--- src/rtl/truth_table_sweeper_pkg.sv ---
// Shared types and defaults for the truth-table sweeper slice.
package sweeper_pkg;

   typedef enum logic [1:0] {IDLE, DRIVE, DONE} state_t;

   localparam logic [15:0] DEF_SIG_POLY = 16'h1021;
   localparam logic [15:0] DEF_SIG_SEED = 16'h0000;

   function automatic logic [31:0] bin2gray(input logic [31:0] b);
      return b ^ (b >> 1);
   endfunction

endpackage

--- src/rtl/truth_table_sweeper_if.sv ---
// Control/stimulus/response bundle between lab control (master) and sweeper (slave).
interface truth_table_sweeper_if #(
   parameter int N_IN  = 3,
   parameter int N_OUT = 2,
   parameter int SIG_W = 16
);
   logic             start;
   logic             abort;
   logic             gray_mode;
   logic [N_OUT-1:0] resp;
   logic [N_IN-1:0]  stim;
   logic             busy;
   logic             sample_valid;
   logic [N_IN-1:0]  pattern_idx;
   logic             done;
   logic [SIG_W-1:0] signature;

   modport master (
      output start, abort, gray_mode, resp,
      input  stim, busy, sample_valid, pattern_idx, done, signature
   );

   modport slave (
      input  start, abort, gray_mode, resp,
      output stim, busy, sample_valid, pattern_idx, done, signature
   );
endinterface

--- src/rtl/truth_table_sweeper_misr.sv ---
// Multiple-input signature register; load (reseed) has priority over en (fold din).
module misr_reg #(
   parameter int               SIG_W = 16,
   parameter logic [SIG_W-1:0] POLY  = '0,
   parameter logic [SIG_W-1:0] SEED  = '0
) (
   input  logic             clk,
   input  logic             rst_n,
   input  logic             load,
   input  logic             en,
   input  logic [SIG_W-1:0] din,
   output logic [SIG_W-1:0] sig
);

   always_ff @(posedge clk or negedge rst_n) begin
      if (!rst_n)
         sig <= SEED;
      else if (load)
         sig <= SEED;
      else if (en)
         sig <= (sig << 1) ^ (sig[SIG_W-1] ? POLY : '0) ^ din;
   end

endmodule

--- src/rtl/truth_table_sweeper.sv ---
// Exhaustive stimulus engine: walks all 2^N_IN patterns (binary or Gray), holds each
// for HOLD cycles and compresses the sampled response into a MISR signature.
module truth_table_sweeper
   import sweeper_pkg::*;
#(
   parameter int               N_IN     = 3,
   parameter int               N_OUT    = 2,
   parameter int               HOLD     = 20,
   parameter int               SIG_W    = 16,
   parameter logic [SIG_W-1:0] SIG_POLY = SIG_W'(DEF_SIG_POLY),
   parameter logic [SIG_W-1:0] SIG_SEED = SIG_W'(DEF_SIG_SEED)
) (
   input logic                  clk,
   input logic                  rst_n,
   truth_table_sweeper_if.slave bus
);

   localparam int P     = 1 << N_IN;
   localparam int IDX_W = N_IN + 1;
   localparam int CNT_W = (HOLD > 1) ? $clog2(HOLD) : 1;

   localparam logic [IDX_W-1:0] IDX_LAST = IDX_W'(P - 1);
   localparam logic [CNT_W-1:0] CNT_LAST = CNT_W'(HOLD - 1);

   state_t            state, state_nxt;
   logic [IDX_W-1:0]  idx, idx_nxt, idx_inc;
   logic [CNT_W-1:0]  hold_cnt, cnt_nxt;
   logic              gray_q, gray_nxt;
   logic [N_IN-1:0]   stim_q, stim_nxt;
   logic              sig_load;
   logic              sample;

   assign idx_inc = idx + IDX_W'(1);

   always_ff @(posedge clk or negedge rst_n) begin
      if (!rst_n) begin
         state    <= IDLE;
         idx      <= '0;
         hold_cnt <= '0;
         gray_q   <= 1'b0;
         stim_q   <= '0;
      end else begin
         state    <= state_nxt;
         idx      <= idx_nxt;
         hold_cnt <= cnt_nxt;
         gray_q   <= gray_nxt;
         stim_q   <= stim_nxt;
      end
   end

   always_comb begin
      state_nxt = state;
      idx_nxt   = idx;
      cnt_nxt   = hold_cnt;
      gray_nxt  = gray_q;
      stim_nxt  = stim_q;
      sig_load  = 1'b0;
      sample    = 1'b0;
      case (state)
         IDLE: begin
            stim_nxt = '0;
            if (bus.start) begin
               gray_nxt  = bus.gray_mode;
               idx_nxt   = '0;
               cnt_nxt   = '0;
               sig_load  = 1'b1;
               state_nxt = DRIVE;
            end
         end
         DRIVE: begin
            sample  = (hold_cnt == CNT_LAST);
            cnt_nxt = hold_cnt + CNT_W'(1);
            if (sample) begin
               cnt_nxt = '0;
               if (idx == IDX_LAST) begin
                  state_nxt = DONE;
                  stim_nxt  = '0;
               end else begin
                  idx_nxt  = idx_inc;
                  stim_nxt = gray_q ? N_IN'(bin2gray(32'(idx_inc))) : idx_inc[N_IN-1:0];
               end
            end
            // abort overrides the transition, but a coincident sample still folds in
            if (bus.abort) begin
               state_nxt = IDLE;
               stim_nxt  = '0;
            end
         end
         DONE: begin
            state_nxt = IDLE;
            stim_nxt  = '0;
         end
         default: state_nxt = IDLE;
      endcase
   end

   misr_reg #(
      .SIG_W (SIG_W),
      .POLY  (SIG_POLY),
      .SEED  (SIG_SEED)
   ) u_misr (
      .clk   (clk),
      .rst_n (rst_n),
      .load  (sig_load),
      .en    (sample),
      .din   (SIG_W'(bus.resp)),
      .sig   (bus.signature)
   );

   assign bus.stim         = stim_q;
   assign bus.busy         = (state == DRIVE);
   assign bus.sample_valid = sample;
   assign bus.pattern_idx  = idx[N_IN-1:0];
   assign bus.done         = (state == DONE);

endmodule

--- src/flat_wrapper.sv ---
// flat-port wrapper written by rule: the top's interface ports become plain ports
module truth_table_sweeper_flat import sweeper_pkg::*;
#(
   parameter int               N_IN     = 3,
   parameter int               N_OUT    = 2,
   parameter int               HOLD     = 20,
   parameter int               SIG_W    = 16,
   parameter logic [SIG_W-1:0] SIG_POLY = SIG_W'(DEF_SIG_POLY),
   parameter logic [SIG_W-1:0] SIG_SEED = SIG_W'(DEF_SIG_SEED)
)
  (clk, rst_n, bus_start, bus_abort, bus_gray_mode, bus_resp, bus_stim, bus_busy, bus_sample_valid, bus_pattern_idx, bus_done, bus_signature);
  truth_table_sweeper_if #(.N_IN(N_IN), .N_OUT(N_OUT), .SIG_W(SIG_W)) bus_i ();
  input logic clk;
  input logic rst_n;
  input wire logic [$bits(bus_i.start)-1:0] bus_start;
  input wire logic [$bits(bus_i.abort)-1:0] bus_abort;
  input wire logic [$bits(bus_i.gray_mode)-1:0] bus_gray_mode;
  input wire logic [$bits(bus_i.resp)-1:0] bus_resp;
  output wire logic [$bits(bus_i.stim)-1:0] bus_stim;
  output wire logic [$bits(bus_i.busy)-1:0] bus_busy;
  output wire logic [$bits(bus_i.sample_valid)-1:0] bus_sample_valid;
  output wire logic [$bits(bus_i.pattern_idx)-1:0] bus_pattern_idx;
  output wire logic [$bits(bus_i.done)-1:0] bus_done;
  output wire logic [$bits(bus_i.signature)-1:0] bus_signature;
  assign bus_i.start = bus_start;
  assign bus_i.abort = bus_abort;
  assign bus_i.gray_mode = bus_gray_mode;
  assign bus_i.resp = bus_resp;
  assign bus_stim = bus_i.stim;
  assign bus_busy = bus_i.busy;
  assign bus_sample_valid = bus_i.sample_valid;
  assign bus_pattern_idx = bus_i.pattern_idx;
  assign bus_done = bus_i.done;
  assign bus_signature = bus_i.signature;
  truth_table_sweeper #(.N_IN(N_IN), .N_OUT(N_OUT), .HOLD(HOLD), .SIG_W(SIG_W), .SIG_POLY(SIG_POLY), .SIG_SEED(SIG_SEED)) u_core (.clk(clk), .rst_n(rst_n), .bus(bus_i));
endmodule
--- config.mk ---
export PLATFORM = sky130hd
export DESIGN_NAME = truth_table_sweeper_flat
export DESIGN_NICKNAME = d
export VERILOG_FILES = /design/src/rtl/truth_table_sweeper_pkg.sv /design/src/rtl/truth_table_sweeper_if.sv /design/src/rtl/truth_table_sweeper_misr.sv /design/src/rtl/truth_table_sweeper.sv /design/src/flat_wrapper.sv
export SDC_FILE = /design/constraint.sdc
export NUM_CORES = 1
export LEC_CHECK = 0
export ABC_AREA = 1
export BUFFER_PORTS_ARGS = -buffer_cell sky130_fd_sc_hd__buf_2
export CAP_MARGIN = 10
export CORE_MARGIN = 3
export CORE_UTILIZATION = 50
export CTS_BUF_LIST = sky130_fd_sc_hd__clkbuf_8
export DETAILED_ROUTE_END_ITERATION = 8
export HOLD_SLACK_MARGIN = 0.1
export MAX_ROUTING_LAYER = met4
export PLACE_DENSITY = 0.77
export RECOVER_POWER = 25
export SYNTH_ARGS = -nofsm -noshare
export SYNTH_HDL_FRONTEND = slang
export SYNTH_SLANG_ARGS = --single-unit
--- constraint.sdc ---
create_clock -name clk -period 1.3 [get_ports clk]
set_input_delay 0.26 -clock clk [delete_from_list [all_inputs] [get_ports clk]]
set_output_delay 0.26 -clock clk [all_outputs]
set_load 0.03 [all_outputs]
* Word level (Yosys, flattened, before mapping)
Index checks and enable logic that the tools add are counted.
Operators by class: add/subtract/negate cells 2, equal/unequal tests 9, muxes and demuxes 23, bitwise operators 3, reductions and logical operators 10
Operators with widths (count):
- $mux W16 | 2
- $xor A16 B13 Y16 | 1
- $xor A16 B2 Y16 | 1
- $mux W13 | 1
- $mux W3 | 4
- $mux W4 | 3
- $mux W5 | 2
- $pmux W5 S2 | 1
- $mux W2 | 4
- $pmux W4 S2 | 1
- $ne A3 B2 Y1 const B | 2
- $pmux W3 S2 | 1
- $reduce_and A2 Y1 | 3
- $reduce_bool A2 Y1 | 3
- $add A5 B1 Y5 const B | 1
- $eq A5 B5 Y1 const B | 1
- $add A4 B1 Y4 const B | 1
- $eq A4 B3 Y1 const B | 1
- $ne A2 B2 Y1 const B | 2
- $pmux W2 S2 | 1
- $reduce_and A4 Y1 | 1
- $mux W1 | 3
- $reduce_and A3 Y1 | 1
- $xor A3 B3 Y3 | 1
- 5 further kinds | 5
Word-level totals: flip-flop bits (word level) 31

* Longest topological paths before layout
Gate-level depths: netlist of run 1.
depth after elaboration 7, mapped depth 11, depth with buffers taken out 10

* Hierarchy
From an unflattened synthesis of run 1, not the netlist that was laid out.
Unflattened totals: cell total of the unflattened synthesis 187, area total of the unflattened synthesis 1709.1 µm²
By module, submodules not included:
- truth_table_sweeper | instances 1, cells each 104, area each 887.1 µm², sequential area each 375.4 µm²
- misr_reg | instances 1, cells each 83, area each 822.0 µm², sequential area each 400.4 µm²

* Worst setup path before layout of run 1
OpenSTA, ideal clock, no wires.
kind register to register, start register u_core.hold_cnt[0], end register u_core.idx[2], setup time 0.117 ns, arrival time 1.307 ns, data required time 1.183 ns, slack -0.124 ns, cell stages (with the launch flop) 12, path buffers 1, cells stage by stage dfrtp_1 > ha_1 > nand2_1 > inv_1 > nand2_4 > nor2_8 > inv_4 > nand2_4 > buf_12 > nand2_4 > nand2_1 > nand2_1
Between the ends: cells in the longest elaborated chain, start to end 3
Ends and longest elaborated chain:
- start: declaration | RTL line truth_table_sweeper.sv:27 | logic [CNT_W-1:0] hold_cnt, cnt_nxt;
- start signal: assignment | RTL line truth_table_sweeper.sv:45 | hold_cnt <= cnt_nxt;
- $eq A5 B5 Y1 | RTL line truth_table_sweeper.sv:71 | sample = (hold_cnt == CNT_LAST);
- $ne A2 B1 Y1 (no line)
- $reduce_and A4 Y1 (no line)
- end signal: assignment | RTL line truth_table_sweeper.sv:44 | idx <= idx_nxt;
- end: declaration | RTL line truth_table_sweeper.sv:26 | logic [IDX_W-1:0] idx, idx_nxt, idx_inc;
Every way passes these cells. A chain may end at the register's enable or synchronous reset.

* Worst setup path after layout of run 1
start register u_core.hold_cnt[1], end output bus_sample_valid
Between the ends: cells in the longest elaborated chain, start to end 2
Ends and longest elaborated chain:
- $eq A5 B5 Y1 | RTL line truth_table_sweeper.sv:71
- $mux W1 | RTL line truth_table_sweeper.sv:59 | case (state)
- end: declaration | RTL line flat_wrapper.sv:21 | output wire logic [$bits(bus_i.sample_valid)-1:0] bus_sample_valid;
Every way passes these cells.

==> out/qor.yml, run 1 <==
worst_setup_path:
  critical_path_buf_inv_count: 2
  worstSetupPathType: "flop to output port"
  worstPathCellList: "ha_2, nand2_2, inv_2, nand2_4, nor2_8, buf_6"
  worst_setup_path_end_kind: "output port"
  slowest_stage: "dfrtp_1"
  crit_arrival_ps: 1220
  cp.required_ps: 1040
  slowest_delay_ps: 350
  critical-path-top-delay-family: "flip-flops"
  critPathLaunchType: "flop"
  path_max_fanout: 2
global_routing:
  antenna_found_initial: 0
  gr-usage-all-layers_pct: 20.6
  grt_pass1_wl_mm: 5.42
  grt_pass1_vias: 1292
  grt_max_degree: 20
  overflow: 0
power:
  pwr-share-comb_pct: 31.5
  switchingPower_w: 0.000930
  power_density_nw_per_um2: 1330
  p_int_w: 0.00190
  swShare_pct: 32.8
  totalPowerFinal_w: 0.00283
  clkPwrFrac_pct: 28.3
  power.share.sequential_pct: 40.2
  peakVddDrop_mv: 1.04
  p_leak_nw: 1.16
synth:
  yosysTopAreaCellShare_pct: 50.5
  synth_commonest_cells: "nand2_1, dfrtp_1, inv_1"
  yosysWarningCount: 0
  yosysMostFrequentCell: "nand2_1"
  synth-edff-count: 0
  ys_seq_elements: 31
  synth_cell_type_count: 25
  synth_ff_type: "dfrtp_1"
  avgSynthCellArea_um2: 8.83
  synthTopCellsByArea: "dfrtp_1, nand2_1, inv_1"
  synth_top_area_cell: "dfrtp_1"
  syn_area_um2: 1540
  syn_nets: 183
  synthArstFlopShare_pct: 100
  synth-seq-area-share_pct: 50.5
  synth_cells: 174
detailed_routing:
  via_per_inst: 5.23
  vias: 1375
  ant_nets: 0
  dr_wl_met2_mm: 1.70
  wl_mm: 3.47
  wl_met1_mm: 1.55
  first_pass_iters: 4
  top_layer: "met4"
  wl_met3_um: 176
  route.detailed.drc: 0
  wl_per_cell_um: 13.2
  drt_iter0_drc: 32
die:
  die_width_um: 61.4
  rows: 19
  design.portCount: 32
  core_um2: 2850
  die_area_um2: 3770
  die_h_um: 61.4
  start_util_pct: 53.9
sta:
  relSlewSlack_pct: 51.4
  final_hold_viol_count: 0
  rsz0062_at_grt: "yes"
  fin_skew_ps: 5.45
  setup-tns-final_ps: -2260
  final_max_slew_viol_count: 0
  period_needed_ps: 1480
  worst_slack_ps: -177
  tightest_slew_ps: 729
  max_freq_mhz: 677
  fin_crit_sh_pct: 114
  setup_viol_count_final: 31
final_layout:
  synthToLayoutAreaGrowth_pct: 39.0
  finalNonFillerCells: 263
  multi_input_area_um2: 737
  final_nets: 240
  antennaDiodeCount: 0
  regArea_um2: 776
  fillCellCount: 203
  drive_gt1_share_pct: 43.5
  fin_util_pct: 74.9
placement:
  place_inst: 248
  portBuffers: 31
  post-dp-hpwl_mm: 2.46
  place_congestion: 0.827
  pre_cts_ws_ps: -38.5
clock_network:
  cts_root_buffer: "clkbuf_8"
  numClockSinks: 31
  htreeDepth: 2
  clkTransAtPathRegs_ps: 60
  numCtsBuffers: 5
  clock_latency_ps: 280
  cts_tree: "built"
  clockBufferDepth: 2
outcome:
  status: "finished with violations"
  violations: "setup timing"
min_path:
  min_path_type: "primary input to flop"
run:
  drv_cap: 0
## flip-flops by register name, indices dropped and copies added, names as in the netlist
register / count
u_core.bus.stim: 3
u_core.u_misr.sig: 16
u_core.hold_cnt: 5
u_core.gray_q: 1
u_core.idx: 4
u_core.state: 2
## cells in the final DEF, fill, tap and decap left out, drive strengths merged
cell         instances
a21oi                4
nand3               11
dfrtp               31
nor2                 8
nand2               53
clkbuf               8
xnor2                4
inv                 28
and2                 1
ha                   2
o21bai               1
a22o                 1
o22ai               11
nand4                3
xor2                 2
buf                 53
or2                  2
o21ai                8
dlygate4sd3          1
## layout make-up
cell class / instances / share of cell area (%)
Clock inverter: 1 / 0.176
Sequential cell: 31 / 36.3
Timing Repair Buffer: 55 / 17.3
Inverter: 27 / 5.33
Tap cell: 31 / 1.82
Clock buffer: 7 / 4.51
Multi-Input combinational cell: 111 / 34.5
## worst paths after layout
path                                     from                    to  slack [ps]  cells past startpoint
max in group asynchronous               rst_n  u_core.u_misr.sig[7]         130                      3
max                        u_core.hold_cnt[1]      bus_sample_valid        -180                      6
max reg2reg                u_core.hold_cnt[1]    u_core.bus.stim[1]        -150                     11
min in group asynchronous               rst_n  u_core.u_misr.sig[0]         550                      2
min reg2reg                u_core.bus.stim[1]    u_core.bus.stim[1]         500                      2
min                             bus_gray_mode         u_core.gray_q         240                      3
## worst reg2reg max path, stage by stage, from the launching register on
cell	delay, ps
dfrtp_1	350
ha_2	190
nand2_2	50
inv_2	60
nand2_4	60
buf_4	140
buf_6	120
nand2_4	70
nand2_4	70
nor2_4	120
nand3_2	80
nand2_1	70
## per-stage QoR
stage | instance area [µm²] | hold WS, ps
floorplan | 1540 | -35.6
global placement | 1820 | 167
detailed placement | 1820 | 175
CTS | 2070 | 242
global route | 2140 | 242
finish | 2140 | 241
## logic make-up after synthesis
family	count (synthesis)	synth area share [%]
compound gates	25	9.45
flops	31	50.5
simple gates	78	24.6
fa+ha+maj	2	1.63
buf+inv	32	10.4
xor+xnor	6	3.42
## what timing repair did
item,in CTS,in global routing
resized for setup,26,22
hold buffers,1,0
hold endpoints to repair,12,0
buffers inserted,6,1
endpoints found under the setup margin,19,33
pin swaps,4,8
## power groups by stage
stage	combinational [W]	sequential [W]	clock, W
4_1_cts	0.000838	0.00114	0.000815
2_1_floorplan	0.000442	0.00118	0
5_1_grt	0.000972	0.00115	0.000867
3_5_place_dp	0.000737	0.00115	0
3_3_place_gp	0.000712	0.00115	0
6_report	0.000892	0.00114	0.000801
## routing by layer
layer | global-route usage (%) | vias to the layer above
li1 | - | 670
met1 | 22.9 | 657
met2 | 35.5 | 42
met3 | 6.29 | 6
met4 | 6.36 | 0
met5 | - | -
Power figures use the tool's default switching activity.
==> run 2, diff against run 1 <==
--- a/config.mk
+++ b/config.mk
@@ -14,7 +14,7 @@
 export DETAILED_ROUTE_END_ITERATION = 8
 export HOLD_SLACK_MARGIN = 0.1
 export MAX_ROUTING_LAYER = met4
-export PLACE_DENSITY = 0.77
+export PLACE_DENSITY = 0.87
 export RECOVER_POWER = 25
 export SYNTH_ARGS = -nofsm -noshare
 export SYNTH_HDL_FRONTEND = slang
==> run 2 against run 1 <==
Net effect: the run still ends with setup timing left; sequential share of layout area down 0.27 points; clock skew fell by 2.8 ps; first-iteration DRC count up 38%; setup slack got worse by 46 ps; sequential cell count unchanged; critical path type unchanged; largest power group unchanged.
==> out/qor.yml, run 2 (same netlist as run 1, synthesis figures left out) <==
outcome:
  status: "finished with violations"
  violations: "setup timing"
final_layout:
  stdcell_area_um2: 2150  # +0.76%
  antennaDiodeCount: 0  # unchanged
  largest_register: "u_core.u_misr.sig"
  final_common_cell: "nand2_1"
  drive_gt1_share_pct: 41.5  # -2.0 points
  largest_reg_flops: 16  # unchanged
  synthToLayoutAreaGrowth_pct: 40.1
  mostFrequentLayoutCells: "nand2_1, dfrtp_1, buf_2, inv_1, buf_4"
  reg.largest.list: "u_core.u_misr.sig: 16 flops, u_core.hold_cnt: 5 flops, u_core.idx: 4 flops"
  final_nets: 244  # +1.7%
global_routing:
  grt_pass1_vias: 1249  # -3.3%
  grt_pass1_wl_mm: 5.39  # -0.52%
  antenna_found_initial: 0  # unchanged
  grt_max_degree: 32  # +60%
  overflow: 0  # unchanged
  gr-usage-all-layers_pct: 20.6  # about the same
power:
  peakVddDrop_mv: 0.972  # -6.7%
  power_density_nw_per_um2: 1300  # -2.3%
  p_leak_nw: 1.16  # +0.61%
sta:
  worst_slack_ps: -223  # -45.8 ps
  period_needed_ps: 1520  # +45.8 ps
  relSlewSlack_pct: 54.3  # +2.9 points
  final_max_slew_viol_count: 0  # unchanged
  setup_viol_count_final: 31  # unchanged
  rsz0062_at_grt: "yes"
  final_hold_viol_count: 0  # unchanged
  setup-tns-final_ps: -2710  # -449 ps
  fin_crit_sh_pct: 117  # +3.5 points
  tightest_slew_ps: 686  # -43.7 ps
  max_freq_mhz: 657  # -3.0%
  fin_skew_ps: 2.62  # -2.83 ps
die:
  die_width_um: 61.4  # unchanged
  die_h_um: 61.4  # unchanged
  core_um2: 2850  # unchanged
  start_util_pct: 53.9  # unchanged
  die_area_um2: 3770  # unchanged
  design.portCount: 32  # unchanged
  rows: 19  # unchanged
worst_setup_path:
  r2r_slack_ps: -130  # +20 ps
  critical_path_buf_inv_count: 2  # unchanged
  path_max_fanout: 4  # +2
  cp.required_ps: 1040  # about the same
  critical-path-top-delay-family: "flip-flops"
  worst_setup_path_end_kind: "output port"
  critPathLaunchType: "flop"
  slowest_stage: "dfrtp_1"
  slowest_delay_ps: 370  # +20 ps
  worstPathCellList: "ha_2, nand2_2, inv_2, nand2_4, nor2_8, buf_6"
  crit_arrival_ps: 1260  # +40 ps
  worstSetupPathType: "flop to output port"
clock_network:
  clkTransAtPathRegs_ps: 60  # about the same
  cts_tree: "built"
  numClockSinks: 31  # unchanged
  clockBufferDepth: 2  # unchanged
  clock_latency_ps: 280  # about the same
  cts_root_buffer: "clkbuf_8"
  htreeDepth: 2  # unchanged
  numCtsBuffers: 5  # unchanged
min_path:
  min_path_type: "primary input to flop"
run:
  drv_cap: 0  # unchanged
placement:
  placed_area_um2: 1830  # +0.41%
  post-dp-hpwl_mm: 2.35  # -4.4%
  portBuffers: 31  # unchanged
  place_congestion: 0.840  # +1.6%
  pre_cts_ws_ps: -27.6  # +10.8 ps
detailed_routing:
  route.detailed.drc: 0  # unchanged
  ant_nets: 0  # unchanged
  first_pass_iters: 4  # unchanged
  via_per_inst: 5.15  # -1.6%
  vias: 1374  # -0.073%
  wl_per_cell_um: 13.4  # +1.9%
  drt_iter0_drc: 44  # +38%
  wl_mm: 3.59  # +3.4%
==> run 2: power breakdown <==
group	switching, W	total (W)	internal [W]	leakage, nW
clock network	0.000335	0.000694	0.000359	0.0505
logic	0.000511	0.000953	0.000443	0.689
registers	0.0000852	0.00114	0.00106	0.424
total	0.000931	0.00279	0.00186	1.16
==> run 2: cell type report <==
cell class                 count  area (µm²)
clock inverter                 3        12.5
multi-input combinational    111         717
timing repair buffer          59         423
fill                         187         701
inverter                      27         116
tap                           31        38.8
sequential                    31         776
clock buffer                   5        68.8
==> run 2: per-layer routing <==
layer / up-vias / GRT usage (%) / share of wire (%)
li1: 675 / - / -
met1: 649 / 24.1 / 44
met2: 45 / 33.1 / 48
met3: 5 / 6.29 / 6.1
met4: 0 / 8.18 / 1.6
met5: - / - / 0
==> run 2: metrics by stage <==
| stage | hold WS (ps) | power, W | cells | utilization (%) |
|---|---|---|---|---|
| 3_5_place_dp | 295 | 0.00192 | 249 | 64.1 |
| 4_1_cts | 227 | 0.00268 | 262 | 69.7 |
| 2_1_floorplan | -35.6 | 0.00162 | 174 | - |
| 5_1_grt | 252 | 0.00297 | 267 | 75.4 |
| 3_3_place_gp | 289 | 0.00189 | 249 | 64.1 |
| 6_report | 232 | 0.00279 | 267 | 75.4 |
==> run 2: worst min-delay path, stage by stage <==
cell and delay, ps:
buf_2 70, nor2_1 30, a21oi_1 100
==> run 2: timing repair <==
action	4_1_cts	5_1_grt
pin swaps	4	1
buffers inserted	4	4
endpoints found under the setup margin	24	35
hold endpoints to repair	31	0
resized for setup	9	33
gates cloned	0	1
hold buffers	1	0
==> run 2: path summary, 6_finish.rpt <==
| kind | from | cells after the start | to |
|---|---|---|---|
| setup reg to reg | u_core.hold_cnt[1] | 10 | u_core.u_misr.sig[5] |
| max in group asynchronous | rst_n | 3 | u_core.idx[0] |
| hold / removal | bus_gray_mode | 3 | u_core.gray_q |
| min in group asynchronous | rst_n | 3 | u_core.u_misr.sig[5] |
| setup / recovery | u_core.hold_cnt[1] | 6 | bus_sample_valid |
| hold reg to reg | u_core.bus.stim[1] | 2 | u_core.bus.stim[1] |
==> run 3, diff against run 2 <==
--- a/config.mk
+++ b/config.mk
@@ -9,13 +9,14 @@
 export BUFFER_PORTS_ARGS = -buffer_cell sky130_fd_sc_hd__buf_2
 export CAP_MARGIN = 10
 export CORE_MARGIN = 3
-export CORE_UTILIZATION = 50
-export CTS_BUF_LIST = sky130_fd_sc_hd__clkbuf_8
+export CORE_UTILIZATION = 48
+export CTS_BUF_LIST = sky130_fd_sc_hd__clkbuf_4 sky130_fd_sc_hd__clkbuf_8 sky130_fd_sc_hd__clkbuf_16
 export DETAILED_ROUTE_END_ITERATION = 8
 export HOLD_SLACK_MARGIN = 0.1
 export MAX_ROUTING_LAYER = met4
-export PLACE_DENSITY = 0.87
+export PLACE_DENSITY = 0.84
 export RECOVER_POWER = 25
+export SKIP_CTS_REPAIR_TIMING = 1
 export SYNTH_ARGS = -nofsm -noshare
 export SYNTH_HDL_FRONTEND = slang
 export SYNTH_SLANG_ARGS = --single-unit
==> run 3 against run 2 <==
Net effect: the run still ends with setup timing left; global-route usage is 1.2 points lower; sequential cell count is the same; critical path type unchanged; routed wire length is 4.1% lower; critical path depth unchanged.
==> out/qor.yml, run 3 (same netlist as run 1, synthesis figures left out) <==
outcome:
  status: "finished with violations"
  violations: "setup timing"
worst_setup_path:
  critical_path_buf_inv_count: 2  # unchanged
  slowest_delay_ps: 370  # about the same
  slowest_stage: "dfrtp_1"
  path_max_fanout: 5  # +1
  worstPathCellList: "ha_2, nand2_2, inv_2, nand2_4, nor2_8, buf_6"
  critical-path-top-delay-family: "flip-flops"
  crit_arrival_ps: 1360  # +100 ps
  worst_setup_path_end_kind: "output port"
  worstSetupPathType: "flop to output port"
  critPathLaunchType: "flop"
  cp.required_ps: 1040  # about the same
die:
  die_h_um: 62.6  # +1.9%
  start_util_pct: 53.0  # -0.88 points
  die_width_um: 62.6  # +1.9%
  die_area_um2: 3920  # +3.7%
  rows: 19  # unchanged
  core_um2: 2900  # +1.7%
  design.portCount: 32  # unchanged
clock_network:
  htreeDepth: 2  # unchanged
  clockBufferDepth: 2  # unchanged
  numCtsBuffers: 5  # unchanged
  clkTransAtPathRegs_ps: 90  # +30 ps
  cts_tree: "built"
  clock_latency_ps: 330  # +50 ps
  cts_root_buffer: "clkbuf_4"
  numClockSinks: 31  # unchanged
power:
  switchingPower_w: 0.000865  # -7.1%
  power_density_nw_per_um2: 1240  # -4.5%
  p_leak_nw: 1.12  # -3.6%
  swShare_pct: 34.1  # +0.72 points
  p_int_w: 0.00167  # -10%
  pwr-share-comb_pct: 32.5  # -1.7 points
  power.share.sequential_pct: 45.0  # +4.1 points
  totalPowerFinal_w: 0.00254  # -9.0%
  peakVddDrop_mv: 0.843  # -13%
  clkPwrFrac_pct: 22.5  # -2.4 points
sta:
  max_freq_mhz: 616  # -6.3%
  fin_crit_sh_pct: 125  # +7.8 points
  worst_slack_ps: -324  # -102 ps
  setup-tns-final_ps: -3760  # -1060 ps
  final_hold_viol_count: 0  # unchanged
  setup_viol_count_final: 31  # unchanged
  fin_hold_ws_ps: 181  # -51.4 ps
  rsz0062_at_grt: "yes"
  fin_skew_ps: 2.67  # +0.0425 ps
  tightest_slew_ps: 841  # +155 ps
  period_needed_ps: 1620  # +102 ps
  final_max_slew_viol_count: 0  # unchanged
  relSlewSlack_pct: 43.9  # -10 points
final_layout:
  synthToLayoutAreaGrowth_pct: 33.4
  final_common_cell: "nand2_1"
  drive_gt1_share_pct: 37.0  # -4.5 points
  mostFrequentLayoutCells: "nand2_1, dfrtp_1, buf_2, inv_1, buf_4"
  fillCellCount: 228  # +22%
  fin_util_pct: 70.7  # -4.8 points
  largest_register: "u_core.u_misr.sig"
  final_nets: 243  # -0.41%
  largest_reg_flops: 16  # unchanged
  antennaDiodeCount: 0  # unchanged
  reg.largest.list: "u_core.u_misr.sig: 16 flops, u_core.hold_cnt: 5 flops, u_core.idx: 4 flops"
  stdcell_area_um2: 2050  # -4.8%
global_routing:
  gr-usage-all-layers_pct: 19.4  # -1.2 points
  grt_max_degree: 18  # -44%
  grt_pass1_wl_mm: 5.82  # +7.9%
  antenna_found_initial: 0  # unchanged
  overflow: 0  # unchanged
  grt_pass1_vias: 1370  # +9.7%
detailed_routing:
  drt_iter0_drc: 53  # +20%
  ant_nets: 0  # unchanged
  first_pass_iters: 4  # unchanged
  wl_per_cell_um: 12.4  # -7.5%
  vias: 1368  # -0.44%
  via_per_inst: 4.94  # -4.0%
  wl_mm: 3.44  # -4.1%
  route.detailed.drc: 0  # unchanged
placement:
  post-dp-hpwl_mm: 2.50  # +6.6%
  portBuffers: 31  # unchanged
  placed_area_um2: 1860  # +1.6%
  place_congestion: 0.838  # -0.23%
min_path:
  min_path_type: "primary input to flop"
run:
  drv_cap: 0  # unchanged
## run 3: area by class of cell
| class | instances | area (µm²) | share of cell area (%) |
|---|---|---|---|
| flip-flops and latches | 31 | 777 | 37.9 |
| multi-input cells | 111 | 639 | 31.2 |
| repair buffers | 58 | 417 | 20.3 |
| inverters | 27 | 106 | 5.19 |
| clock buffers | 7 | 52.6 | 2.56 |
| well taps | 42 | 52.6 | 2.56 |
| clock inverters | 1 | 5.00 | 0.244 |
## run 3: worst register-to-register path, cell delays in order (launching register included)
cell and delay [ps]:
dfrtp_1 370, ha_2 200, nand2_2 50, inv_2 60, nand2_4 70, nor2_8 140
buf_4 130, inv_4 40, nand2_4 90, buf_6 140, o22ai_1 70
## run 3: path summary, 6_finish.rpt
path | start | end | slack, ps | depth (start not counted)
worst min-delay path | bus_gray_mode | u_core.gray_q | 180 | 3
max in group asynchronous | rst_n | u_core.u_misr.sig[15] | 170 | 3
worst max register to register | u_core.hold_cnt[0] | u_core.u_misr.sig[1] | -180 | 10
worst min register to register | u_core.bus.stim[1] | u_core.bus.stim[1] | 500 | 2
worst max-delay path | u_core.hold_cnt[0] | bus_sample_valid | -320 | 6
min in group asynchronous | rst_n | u_core.u_misr.sig[7] | 540 | 2
## run 3: metal layers
metal	up-vias	global-route usage [%]	wire length [µm]
met3	11	6.83	192
met2	44	31.0	1610
met5	-	-	0
li1	678	-	-
met4	0	9.37	104
met1	635	21.7	1540
## run 3: stage by stage
step                setup slack [ps]  std cells
floorplan                       -110        174
global placement                7.70        262
detailed placement             -53.4        262
CTS                             -413        270
global route                    -389        277
finish                          -324        277
## run 3: power groups by stage
| stage | Sequential, W | Clock [W] | Combinational (W) |
|---|---|---|---|
| 2_1_floorplan | 0.00118 | 0 | 0.000442 |
| 3_3_place_gp | 0.00115 | 0 | 0.000736 |
| 3_5_place_dp | 0.00116 | 0 | 0.000753 |
| 4_1_cts | 0.00114 | 0.000583 | 0.000760 |
| 5_1_grt | 0.00115 | 0.000628 | 0.000911 |
| 6_report | 0.00114 | 0.000572 | 0.000824 |
